--- src/rtl/ring_mon_pkg.sv ---
// rtl/ring_mon_pkg.sv - shared types, defaults and next-code helper for ring_step_monitor
// Purpose: FSM state encoding, default parameter values and the expected-next-code
//          function used by the monitor.
// Macro:   RING_MON_JOHNSON_EN selects Johnson ring codes instead of one-hot.
// Ports:   none (package)
package ring_mon_pkg;

  typedef enum logic [1:0] {
    ST_IDLE  = 2'd0,
    ST_SYNC  = 2'd1,
    ST_LOCK  = 2'd2,
    ST_FAULT = 2'd3
  } mon_state_t;

  localparam int DEF_WIDTH      = 4;
  localparam int DEF_SYNC_STEPS = 2;
  localparam int DEF_ERR_LIMIT  = 3;
  localparam int DEF_ROT_W      = 8;

  // Widest ring the helper below can handle; callers zero-extend into it.
  localparam int CODE_MAX_W     = 32;

`ifdef RING_MON_JOHNSON_EN
  localparam bit JOHNSON_MODE = 1'b1;
`else
  localparam bit JOHNSON_MODE = 1'b0;
`endif

  // Shift the code one stage toward the MSB; the top stage wraps into bit 0,
  // inverted for a Johnson ring. Shifts avoid variable bit-selects.
  function automatic logic [CODE_MAX_W-1:0] next_code(
    input logic [CODE_MAX_W-1:0] code,
    input int                    width,
    input bit                    johnson
  );
    logic [CODE_MAX_W-1:0] r;
    logic [CODE_MAX_W-1:0] top;
    r    = (code << 1) & ~({CODE_MAX_W{1'b1}} << width);
    top  = code >> (width - 1);
    r[0] = top[0] ^ johnson;
    return r;
  endfunction

endpackage

--- src/rtl/ring_code_decode.sv ---
// rtl/ring_code_decode.sv - combinational ring code legality check and position decode
// Purpose: classifies a ring sample as a legal ring code and returns its position
//          in the circulation sequence.
// Macro:   RING_MON_JOHNSON_EN -> 2*WIDTH Johnson codes (pos 0 = all zeros);
//          undefined -> WIDTH one-hot codes (pos = index of the set bit).
// Ports:   ring_q (in, WIDTH)  sampled ring outputs
//          legal  (out, 1)     sample is a valid ring code
//          pos    (out, POS_W) position of the code; 0 when not legal
module ring_code_decode
  import ring_mon_pkg::*;
#(
  parameter int WIDTH = DEF_WIDTH,
  parameter int POS_W = $clog2(2*WIDTH)
) (
  input  logic [WIDTH-1:0] ring_q,
  output logic             legal,
  output logic [POS_W-1:0] pos
);

`ifdef RING_MON_JOHNSON_EN
  localparam int NCODES = 2*WIDTH;
`else
  localparam int NCODES = WIDTH;
`endif

  // Code occupying position k of the sequence.
  function automatic logic [WIDTH-1:0] code_of(input int k);
    logic [WIDTH-1:0] ones;
    ones = '1;
`ifdef RING_MON_JOHNSON_EN
    // First half fills with ones from bit 0, second half drains them from bit 0.
    if (k <= WIDTH) return ~(ones << k);
    else            return ones << (k - WIDTH);
`else
    return WIDTH'(1) << k;
`endif
  endfunction

  always_comb begin
    legal = 1'b0;
    pos   = '0;
    for (int k = 0; k < NCODES; k++) begin
      if (ring_q == code_of(k)) begin
        legal = 1'b1;
        pos   = POS_W'(k);
      end
    end
  end

endmodule

--- src/rtl/ring_step_monitor.sv ---
// rtl/ring_step_monitor.sv - token-step checker for a D flip-flop ring
// Purpose: samples the ring on each ring_step, locks onto the circulating token,
//          reports position and completed rotations, counts sequence errors and
//          escalates to a sticky fault.
// Macro:   RING_MON_JOHNSON_EN selects Johnson ring codes (default one-hot).
// Ports:   clk        (in)         rising-edge clock
//          rst_n      (in)         asynchronous active-low reset
//          ring_q     (in, WIDTH)  ring stage outputs, bit 0 = first stage
//          ring_step  (in)         ring advanced; ring_q sampled this edge
//          clear      (in)         synchronous clear to IDLE, wins over ring_step
//          pos        (out, POS_W) position of last accepted sample
//          locked     (out)        high in LOCK
//          fault      (out)        high in FAULT (sticky until clear/reset)
//          rot_cnt    (out, ROT_W) rotations completed since lock, saturating
//          err_pulse  (out)        one-cycle pulse per mismatching step in LOCK
//          err_cnt    (out, 8)     total mismatches, saturating at 255
module ring_step_monitor
  import ring_mon_pkg::*;
#(
  parameter  int WIDTH      = DEF_WIDTH,
  parameter  int SYNC_STEPS = DEF_SYNC_STEPS,
  parameter  int ERR_LIMIT  = DEF_ERR_LIMIT,
  parameter  int ROT_W      = DEF_ROT_W,
  localparam int POS_W      = $clog2(2*WIDTH)
) (
  input  logic             clk,
  input  logic             rst_n,
  input  logic [WIDTH-1:0] ring_q,
  input  logic             ring_step,
  input  logic             clear,
  output logic [POS_W-1:0] pos,
  output logic             locked,
  output logic             fault,
  output logic [ROT_W-1:0] rot_cnt,
  output logic             err_pulse,
  output logic [7:0]       err_cnt
);

  localparam int SC_W = $clog2(SYNC_STEPS + 1);
  localparam int CE_W = $clog2(ERR_LIMIT + 1);

  mon_state_t       state, state_d;
  logic [WIDTH-1:0] prev, prev_d;
  logic [SC_W-1:0]  sync_cnt, sync_d;
  logic [CE_W-1:0]  consec_err, consec_d;
  logic [POS_W-1:0] pos_d;
  logic [ROT_W-1:0] rot_d;
  logic [7:0]       errc_d;
  logic             pulse_d;

  logic             legal;
  logic [POS_W-1:0] dec_pos;
  logic [WIDTH-1:0] exp_code;
  logic             match;

  ring_code_decode #(
    .WIDTH (WIDTH),
    .POS_W (POS_W)
  ) u_decode (
    .ring_q (ring_q),
    .legal  (legal),
    .pos    (dec_pos)
  );

  assign exp_code = WIDTH'(next_code(CODE_MAX_W'(prev), WIDTH, JOHNSON_MODE));
  assign match    = legal && (ring_q == exp_code);

  always_comb begin
    state_d  = state;
    prev_d   = prev;
    sync_d   = sync_cnt;
    consec_d = consec_err;
    pos_d    = pos;
    rot_d    = rot_cnt;
    errc_d   = err_cnt;
    pulse_d  = 1'b0;

    if (clear) begin
      state_d  = ST_IDLE;
      prev_d   = '0;
      sync_d   = '0;
      consec_d = '0;
      pos_d    = '0;
      rot_d    = '0;
      errc_d   = '0;
    end else if (ring_step) begin
      unique case (state)
        ST_IDLE: begin
          if (legal) begin
            state_d = ST_SYNC;
            prev_d  = ring_q;
            sync_d  = '0;
            pos_d   = dec_pos;
          end
        end
        ST_SYNC: begin
          if (match) begin
            prev_d = ring_q;
            pos_d  = dec_pos;
            sync_d = sync_cnt + SC_W'(1);
            if (sync_cnt + SC_W'(1) == SC_W'(SYNC_STEPS)) begin
              state_d = ST_LOCK;
              rot_d   = '0;
            end
          end else if (legal) begin
            // Restart the run of correct steps from this sample.
            prev_d = ring_q;
            pos_d  = dec_pos;
            sync_d = '0;
          end else begin
            state_d = ST_IDLE;
          end
        end
        ST_LOCK: begin
          if (match) begin
            prev_d   = ring_q;
            pos_d    = dec_pos;
            consec_d = '0;
            if (dec_pos == '0 && rot_cnt != '1) rot_d = rot_cnt + ROT_W'(1);
          end else begin
            // Expectation keeps free-running so a single glitch does not
            // desynchronise the following good steps.
            pulse_d  = 1'b1;
            prev_d   = exp_code;
            consec_d = consec_err + CE_W'(1);
            if (err_cnt != 8'hff) errc_d = err_cnt + 8'd1;
            if (consec_err + CE_W'(1) == CE_W'(ERR_LIMIT)) state_d = ST_FAULT;
          end
        end
        ST_FAULT: begin
        end
        default: state_d = ST_IDLE;
      endcase
    end
  end

  always_ff @(posedge clk or negedge rst_n) begin
    if (!rst_n) begin
      state      <= ST_IDLE;
      prev       <= '0;
      sync_cnt   <= '0;
      consec_err <= '0;
      pos        <= '0;
      rot_cnt    <= '0;
      err_cnt    <= '0;
      err_pulse  <= 1'b0;
      locked     <= 1'b0;
      fault      <= 1'b0;
    end else begin
      state      <= state_d;
      prev       <= prev_d;
      sync_cnt   <= sync_d;
      consec_err <= consec_d;
      pos        <= pos_d;
      rot_cnt    <= rot_d;
      err_cnt    <= errc_d;
      err_pulse  <= pulse_d;
      locked     <= (state_d == ST_LOCK);
      fault      <= (state_d == ST_FAULT);
    end
  end

endmodule
--- config.mk ---
export PLATFORM = sky130hd
export DESIGN_NAME = ring_step_monitor
export DESIGN_NICKNAME = d
export VERILOG_FILES = /design/src/rtl/ring_mon_pkg.sv /design/src/rtl/ring_code_decode.sv /design/src/rtl/ring_step_monitor.sv
export SDC_FILE = /design/constraint.sdc
export NUM_CORES = 1
export LEC_CHECK = 0
export CAP_MARGIN = 10
export CELL_PAD_IN_SITES_DETAIL_PLACEMENT = 0
export CELL_PAD_IN_SITES_GLOBAL_PLACEMENT = 1
export CORE_ASPECT_RATIO = 0.7
export CORE_UTILIZATION = 48
export CTS_CLUSTER_SIZE = 16
export DETAILED_ROUTE_END_ITERATION = 7
export DONT_BUFFER_PORTS = 1
export PLACE_DENSITY = 0.81
export SYNTH_ARGS = -nofsm -noshare
export SYNTH_HDL_FRONTEND = slang
export SYNTH_SLANG_ARGS = --single-unit
--- constraint.sdc ---
create_clock -name clk -period 3.1 [get_ports clk]
set_input_delay 0.62 -clock clk [delete_from_list [all_inputs] [get_ports clk]]
set_output_delay 0.62 -clock clk [all_outputs]
set_load 0.01 [all_outputs]
==> results of run 1 <==
-- stage by stage --
stage	setup slack, ns	instance area (um^2)	hold slack [ns]	instances
floorplan	0.7018	2032	0.3244	228
global placement	0.5654	2042	0.3250	270
detailed placement	0.4968	2042	0.3249	270
CTS	0.6984	2132	0.02412	278
global route	0.4673	2132	0.01200	278
finish	0.7066	2132	0.02979	278
-- flip-flops by register name, summed over array words and instances (netlist names) --
register / flops
err_cnt: 8
rot_cnt: 8
prev: 4
pos: 3
consec_err: 2
state: 2
sync_cnt: 2
err_pulse: 1
fault: 1
locked: 1
-- cell usage in the layout, fill, tap and decap left out, types with 4 or more instances in the layout --
master,count
nand4_1,4
o21ai_0,14
xor2_1,10
inv_1,11
a211oi_1,5
nor2b_1,4
nor2_1,29
mux2i_1,7
nand3_1,10
clkbuf_8,6
a21oi_1,18
or3_1,6
ha_1,9
dfrtp_1,32
nand2_1,18
-- cell families (layout without fill, tap and decap cells) --
| group | after synthesis | count (layout) | synth area share |
|---|---|---|---|
| compound gates | 61 | 61 | 0.1977 |
| xor+xnor | 12 | 12 | 0.05172 |
| fa+ha+maj | 9 | 9 | 0.05542 |
| buf+inv | 23 | 21 | 0.05480 |
| flops | 32 | 32 | 0.3941 |
| mux | 7 | 7 | 0.03448 |
| simple gates | 84 | 84 | 0.2118 |
-- routing by layer --
layer,global-route usage,up-vias
li1,-,809
met1,0.3093,812
met2,0.3272,48
met3,0.07154,4
met4,0.05357,0
met5,0,-
-- critical path: stages, from the launching register on --
cell,delay [ns]
dfrtp_1,0.43
xor2_1,0.19
nor4_4,0.51
nand4b_1,0.20
a21o_1,0.33
or4_1,0.51
a21oi_1,0.15
-- where the power goes --
| part | switching [mW] | internal (mW) | total [mW] |
|---|---|---|---|
| combinational | 0.0435 | 0.0306 | 0.0741 |
| clock | 0.146 | 0.181 | 0.327 |
| sequential | 0.00675 | 0.423 | 0.430 |
-- worst min path at each step --
stage / startpoint / end / slack (ns) / cells past startpoint
final: rst_n / locked / 0.03 / 0
after global routing: rst_n / state[0] / 0.01 / 0
after CTS: rst_n / fault / 0.02 / 0
after detailed placement: rst_n / rot_cnt[5] / 0.32 / 0
after global placement: rst_n / rot_cnt[5] / 0.33 / 0
after floorplan: rst_n / consec_err[0] / 0.32 / 0
-- cell type report --
cell class | count | area share
timing repair buffer | 2 | 0.007042
clock buffer | 8 | 0.04225
inverter | 11 | 0.01937
multi-input combinational | 173 | 0.5252
sequential | 32 | 0.3756
tap | 52 | 0.03052
-- synth_stat cells, drive strengths merged --
library cell  number
inv               11
clkbuf             6
buf                6
a32o               3
a21boi             1
a2111oi            1
nand2             18
o21ai             14
nor4               1
nor2              29
xor2              10
a41oi              2
nand4b             2
nor4b              1
o211ai             4
and2               2
or2                1
or3                6
a31o               1
o21a               1
nand3             10
a2bb2oi            2
mux2i              7
a21o               3
ha                 9
xnor2              2
or4b               2
or4                2
nand2b             1
and4               1
dfrtp             32
nand4              4
o31ai              3
nor2b              4
a211oi             5
o2111ai            1
a31oi              2
a21oi             18
==> run_results.csv, run 1 <==
group,metric,value,unit
pwr,p_total,830.6,uW
drt,dr.max_layer_used,"met4",
worst_setup_path,cp.required,3.30,ns
drt,wl_met3,284,um
clocking,cts_hold_buf,0,
floorplanning,floorplan.initialDensity,0.5088,
grt,grt_pass1_wl,7.693,mm
finish,nets,242,
grt,grt_usage,0.2201,
grt,grt_overflow,0,
finish,ff_latch_area,800.8,um^2
clocking,cts_buffers,5,
drt,viasPerCell,6.018,
clocking,clock_latency,0.28,ns
grt,grt_max_degree,33,
grt,grt_pass1_vias,1614,
worst_setup_path,r2r-start,"prev[1]",
finish,utilization,0.5338,
clocking,cts_setup_buffers,0,
worst_setup_path,r2r_end,"rot_cnt[5]",
clocking,post_cts_resized,0,
synth,ys_types,41,
clocking,cts_tree,"built",
drt,wirelength,4.460,mm
worst_setup_path,crit_type,"reg2reg",
worst_setup_path,r2r_cells,6,
drt,dr.first_iter.drc_count,127,
synth,avgSynthCellArea,8.912,um^2
sta,finClkSkew,0.008081,ns
sta,finalSetupTns,0,ns
sta,slew_violations,0,
sta,max_slew_margin,0.4193,
finish,final_layout_size_suffix_gt1_frac,0.05752,
worst_setup_path,rrSetupSlack,0.71,ns
drt,ant_nets,0,
drt,post-route-drc-count,0,
floorplanning,die_w,79.77,um
placed_design,portBuffers,0,
sta,fin_crit,2.393,ns
synth,syn_inst,228,
sta,fin_crit_sh,0.7721,
clocking,clockBufferDepth,2,
floorplanning,pin_count,30,
floorplanning,num_rows,19,
floorplanning,coreArea,3994,um^2
synth,synth_area_leaders,"dfrtp_1 (39%), ha_1 (5.5%), nor2_1 (5.4%)",
floorplanning,design.die.area,4502,um^2
synth,syn_area,2032,um^2
sta,hold_viol_final,0,
synth,yosysWarnings,0,
drt,dr.pass1.iters,4,
synth,ys_ff_latch,32,
clocking,cts.clk_slew.worst_paths,0.07,ns
finish,multi_input_area,1120,um^2
drt,num_vias,1673,
worst_setup_path,startpoint,"prev[1]",
worst_setup_path,crit_arrival,2.60,ns
pwr,peakVddDrop,213.0,uV
clocking,cts.sinks,32,
worst_setup_path,critPathCaptureType,"register",
sta,setup_viol,0,
status,status,"complete, no violations",
sta,clock.fmax,0.4178,GHz
synth,synth_top_area_cell,"dfrtp_1",
hold_path,min_path_type,"in2async",
drt,detail_route.wirelength.met1,2.117,mm
sta,worst_pin_slew,0.8658,ns
pwr,powerDensity,389.6,nW/um^2
pwr,p_leak,0.9047,nW
finish,area_growth,4.926,%
finish,num_antenna_cells,0,
finish,nFillCells,370,
drt,wl_met2,2.023,mm
sta,rsz0062_at_grt,"false",
synth,synth_top_area_frac,0.3941,
synth,synth_nets,245,
placed_design,hpwlAfterDp,3.241,mm
drt,avgRoutedWirePerCell,16.04,um
synth,ys_seq_area_frac,0.3941,
worst_setup_path,path_max_fanout,13,
grt,antenna_found_initial,0,
clocking,cts_htree_levels,2,
placed_design,globalplace.congestion,0.8660,
clocking,root_buffer,"clkbuf_8",
floorplanning,fp.dieH,56.44,um
worst_setup_path,cp-start-kind,"register",
worst_setup_path,critPathCapture,"rot_cnt[5]",
flow_run,drv_cap,0,
No activity file was read; power rests on OpenSTA's default activity.
==> run 2, diff against run 1 <==
- clock period: 3.1 -> 2.4 ns (I/O delays scaled with it)
==> run_results.csv, run 2 (same netlist as run 1, synthesis figures left out) <==
group,metric,value,unit
finish,reg.largest.list,"err_cnt x8, rot_cnt x8, prev x4",
pwr,p_total,1.050,mW
drt,detail_route.wirelength.met1,2.122,mm
clocking,cts_setup_buffers,0,
sta,hold_viol_final,0,
finish,nets,248,
floorplanning,design.die.area,4502,um^2
sta,rsz0062_at_grt,"false",
sta,worst_pin_slew,0.8306,ns
sta,slew_violations,0,
clocking,cts_buffers,5,
floorplanning,die_w,79.77,um
clocking,cts.sinks,32,
placed_design,hpwlAfterDp,3.227,mm
finish,nFillCells,366,
worst_setup_path,cp.required,2.60,ns
finish,area_growth,7.636,%
drt,dr.pass1.iters,5,
clocking,cts_htree_levels,2,
pwr,powerDensity,480.1,nW/um^2
grt,grt_pass1_vias,1553,
flow_run,drv_cap,0,
drt,dr.first_iter.drc_count,121,
floorplanning,floorplan.initialDensity,0.5088,
pwr,peakVddDrop,320.4,uV
finish,layout_common_cells,"dfrtp_1 (32), nor2_1 (29), nand2_1 (18), a21oi_1 (18), o21ai_0 (14)",
sta,max_slew_margin,0.4429,
clocking,clock_latency,0.27,ns
finish,final_common_cell,"dfrtp_1",
sta,clock.fmax,0.4416,GHz
drt,wl_met2,1.989,mm
floorplanning,pin_count,30,
sta,timing.hold.ws,0.02831,ns
grt,grt_usage,0.2143,
sta,setup_viol,0,
grt,antenna_found_initial,0,
floorplanning,coreArea,3994,um^2
drt,wl_met3,258,um
drt,ant_nets,0,
worst_setup_path,crit_type,"reg2reg",
drt,num_vias,1668,
placed_design,globalplace.congestion,0.8582,
worst_setup_path,cp-start-kind,"register",
finish,final-instance-count-excl-fill,283,
placed_design,portBuffers,0,
clocking,cts.clk_slew.worst_paths,0.06,ns
drt,viasPerCell,5.894,
drt,post-route-drc-count,0,
clocking,root_buffer,"clkbuf_8",
drt,dr.max_layer_used,"met4",
floorplanning,fp.dieH,56.44,um
placed_design,dp_cells,275,
floorplanning,num_rows,19,
clocking,cts_tree,"built",
pwr,p_leak,0.9346,nW
finish,final_layout_size_suffix_gt1_frac,0.09091,
drt,avgRoutedWirePerCell,15.56,um
clocking,clockBufferDepth,2,
sta,fin_crit,2.264,ns
worst_setup_path,path_max_fanout,13,
grt,grt_max_degree,33,
drt,wirelength,4.404,mm
finish,num_antenna_cells,0,
worst_setup_path,critPathCaptureType,"register",
worst_setup_path,crit_arrival,2.46,ns
sta,finalSetupTns,0,ns
grt,grt_pass1_wl,7.438,mm
grt,grt_overflow,0,
sta,fin_crit_sh,0.9435,
sta,finClkSkew,0.003439,ns
status,status,"complete, no violations",
hold_path,min_path_type,"in2async",
==> run 2: changes by cell type in the layout (fill, tap and decap cells not counted), sizes merged <==
| cell | change |
|---|---|
| clkbuf | -2 |
| buf | +6 |
| clkinv | +1 |
==> run 2: stage by stage <==
step	setup WS, ns	area (um^2)	utilization
floorplan	0.1418	2032	-
global placement	0.07415	2079	0.5207
detailed placement	0.02391	2079	0.5207
CTS	0.1134	2177	0.5451
global route	0.01287	2187	0.5476
finish	0.1357	2187	0.5476
==> run 2: power by group <==
part,switching (mW),internal [mW]
Clock,0.181,0.197
Sequential,0.00859,0.546
Combinational,0.0688,0.0489
==> run 2: area by class of cell <==
| type | count | area [um^2] | area share |
|---|---|---|---|
| multi-input combinational | 173 | 1130 | 0.5166 |
| sequential | 32 | 800.8 | 0.3661 |
| clock buffer | 6 | 72.57 | 0.03318 |
| timing repair buffer | 8 | 72.57 | 0.03318 |
| tap | 52 | 65.06 | 0.02975 |
| inverter | 11 | 41.29 | 0.01888 |
| clock inverter | 1 | 5.005 | 0.002288 |
==> run 2: per-layer routing <==
layer / track usage / vias to the layer above
met5: 0 / -
met4: 0.06378 / 0
met3: 0.06341 / 4
met2: 0.3138 / 42
met1: 0.3044 / 799
li1: - / 823
==> run 2: critical path: stages, from the launching register on <==
cell and delay, ns:
dfrtp_1 0.44, inv_1 0.14, ha_2 0.22, inv_1 0.06
a41oi_1 0.23, nand4b_1 0.18, a21o_4 0.29, or4_1 0.47
a21oi_1 0.16
==> run 2: final timing paths <==
| check | startpoint | to | slack (ns) | depth (start not counted) |
|---|---|---|---|---|
| max in group asynchronous | rst_n | err_cnt[0] | 2.20 | 1 |
| min | rst_n | rot_cnt[6] | 0.03 | 1 |
| max | state[0] | rot_cnt[7] | 0.14 | 8 |
| min in group clk | clear | sync_cnt[1] | 0.26 | 1 |
| max reg2reg | state[0] | rot_cnt[7] | 0.14 | 8 |
| min reg2reg | consec_err[1] | consec_err[1] | 0.52 | 2 |
==> run 2: timing repair <==
item	CTS	global route
endpoints found under the setup margin	0	3
hold endpoints to repair	32	0
gates resized for setup	0	3
hold buffers	1	0
==> run 3, diff against run 2 <==
- REMOVE_ABC_BUFFERS: default -> 1
==> run_results.csv, run 3 (same netlist as run 1, synthesis figures left out) <==
group,metric,value,unit
pwr,p_leak,0.9493,nW
worst_setup_path,crit_type,"reg2reg",
placed_design,hpwlAfterDp,3.281,mm
drt,ant_nets,0,
drt,wl_met2,2.032,mm
grt,grt_max_degree,33,
status,status,"complete, no violations",
clocking,clock_latency,0.28,ns
floorplanning,num_rows,19,
clocking,root_buffer,"clkbuf_8",
finish,nets,248,
placed_design,portBuffers,0,
drt,detail_route.wirelength.met1,2.147,mm
pwr,peakVddDrop,297.9,uV
finish,num_antenna_cells,0,
sta,finalSetupTns,0,ns
drt,dr.pass1.iters,4,
grt,grt_overflow,0,
sta,finClkSkew,0.002697,ns
drt,num_vias,1715,
worst_setup_path,r2r-start,"state[0]",
clocking,cts_setup_buffers,0,
floorplanning,design.die.area,4502,um^2
worst_setup_path,cp.required,2.60,ns
drt,dr.max_layer_used,"met4",
drt,wl_met3,322,um
drt,post-route-drc-count,0,
floorplanning,coreArea,3994,um^2
worst_setup_path,r2r_cells,8,
flow_run,drv_cap,0,
clocking,cts.sinks,32,
sta,worst_pin_slew,0.4540,ns
sta,fin_crit_sh,0.9198,
worst_setup_path,worstPathCellList,"inv_1, ha_1, inv_1, a41oi_1, nand4b_1, a21o_1, or4_1, a21oi_1",
placed_design,globalplace.congestion,0.8801,
worst_setup_path,startpoint,"state[0]",
floorplanning,die_w,79.77,um
sta,clock.fmax,0.4530,GHz
floorplanning,fp.dieH,56.44,um
drt,dr.first_iter.drc_count,106,
worst_setup_path,cp-start-kind,"register",
clocking,cts_htree_levels,2,
placed_design,post-place-ws,0.009456,ns
clocking,clockBufferDepth,2,
worst_setup_path,crit_arrival,2.41,ns
drt,avgRoutedWirePerCell,16.10,um
worst_setup_path,cpPeakStageDelay,0.50,ns
clocking,cts_tree,"built",
hold_path,min_path_type,"in2async",
finish,nFillCells,349,
worst_setup_path,cpMostUsedCell,"inv_1",
sta,hold_viol_final,0,
sta,slew_violations,0,
sta,max_slew_margin,0.6895,
finish,final_layout_size_suffix_gt1_frac,0.09052,
finish,layout_common_cells,"dfrtp_1 (32), nor2_1 (29), nand2_1 (18), a21oi_1 (18), o21ai_0 (14)",
grt,grt_usage,0.2228,
finish,area_growth,8.867,%
floorplanning,floorplan.initialDensity,0.5088,
sta,rsz0062_at_grt,"false",
worst_setup_path,path_max_fanout,13,
worst_setup_path,critPathSlowestCell,"or4_1",
drt,wirelength,4.573,mm
sta,setup_ws,0.1924,ns
clocking,cts.clk_slew.worst_paths,0.06,ns
grt,grt_pass1_vias,1628,
grt,grt_pass1_wl,7.638,mm
finish,final_common_cell,"dfrtp_1",
sta,timing.hold.ws,0.01880,ns
floorplanning,pin_count,30,
worst_setup_path,critPathCaptureType,"register",
clocking,cts_buffers,5,
drt,viasPerCell,6.039,
sta,fin_crit,2.208,ns
grt,antenna_found_initial,0,
pwr,powerDensity,529.6,nW/um^2
finish,reg.largest.list,"err_cnt x8, rot_cnt x8, prev x4",
sta,setup_viol,0,
-- run 3: cell count changes in the layout (fill, tap and decap cells not counted), sizes merged --
cell    before  now
bufinv       0    1
-- run 3: path summary, 6_finish.rpt --
kind,end,slack (ns)
hold / removal,state[0],0.02
min in group clk,err_cnt[2],0.25
hold reg to reg,consec_err[1],0.52
setup / recovery,rot_cnt[5],0.19
max in group asynchronous,err_cnt[7],2.21
setup reg to reg,rot_cnt[5],0.19
-- run 3: layout make-up --
type / count / area (um^2) / share of cell area
tap: 52 / 65.06 / 0.02941
clock inverter: 2 / 35.03 / 0.01584
timing repair buffer: 8 / 72.57 / 0.03281
multi-input combinational: 173 / 1125 / 0.5085
sequential: 32 / 800.8 / 0.3620
clock buffer: 6 / 72.57 / 0.03281
inverter: 11 / 41.29 / 0.01867
-- run 3: critical path, delay by kind of cell, from the launching register on --
kind / cells / cell delay, ns
buffers and inverters: 2 / 0.20
adders and majority gates: 1 / 0.18
and+or+nand+nor: 2 / 0.65
AOI/OAI and AO/OA: 3 / 0.65
DFF: 1 / 0.44
-- run 3: report_power, final --
group          leakage (nW)  total [mW]  switching, mW  internal, mW
sequential            0.445       0.555        0.00839         0.546
combinational         0.450       0.117         0.0694        0.0473
clock                0.0552       0.500          0.193         0.308
total                 0.949        1.17          0.271         0.901
-- run 3: through the flow --
| stage | util | cells | power, mW | cell area [um^2] |
|---|---|---|---|---|
| 2_1_floorplan | - | 216 | 0.6388 | 1962 |
| 5_1_grt | 0.5539 | 284 | 1.221 | 2212 |
| 3_5_place_dp | 0.5207 | 275 | 0.6657 | 2079 |
| 3_3_place_gp | 0.5207 | 275 | 0.6644 | 2079 |
| 6_report | 0.5539 | 284 | 1.172 | 2212 |
| 4_1_cts | 0.5526 | 284 | 1.187 | 2207 |
-- run 3: repair_timing --
item,in CTS,in global routing
setup endpoints to repair,0,4
gates resized for setup,0,1
hold buffers,1,0
endpoints found under the hold margin,32,0
-- run 3: per-layer routing --
| metal | GRT usage | up-vias |
|---|---|---|
| li1 | - | 819 |
| met1 | 0.3020 | 832 |
| met2 | 0.3346 | 57 |
| met3 | 0.06179 | 7 |
| met4 | 0.09439 | 0 |
| met5 | 0 | - |
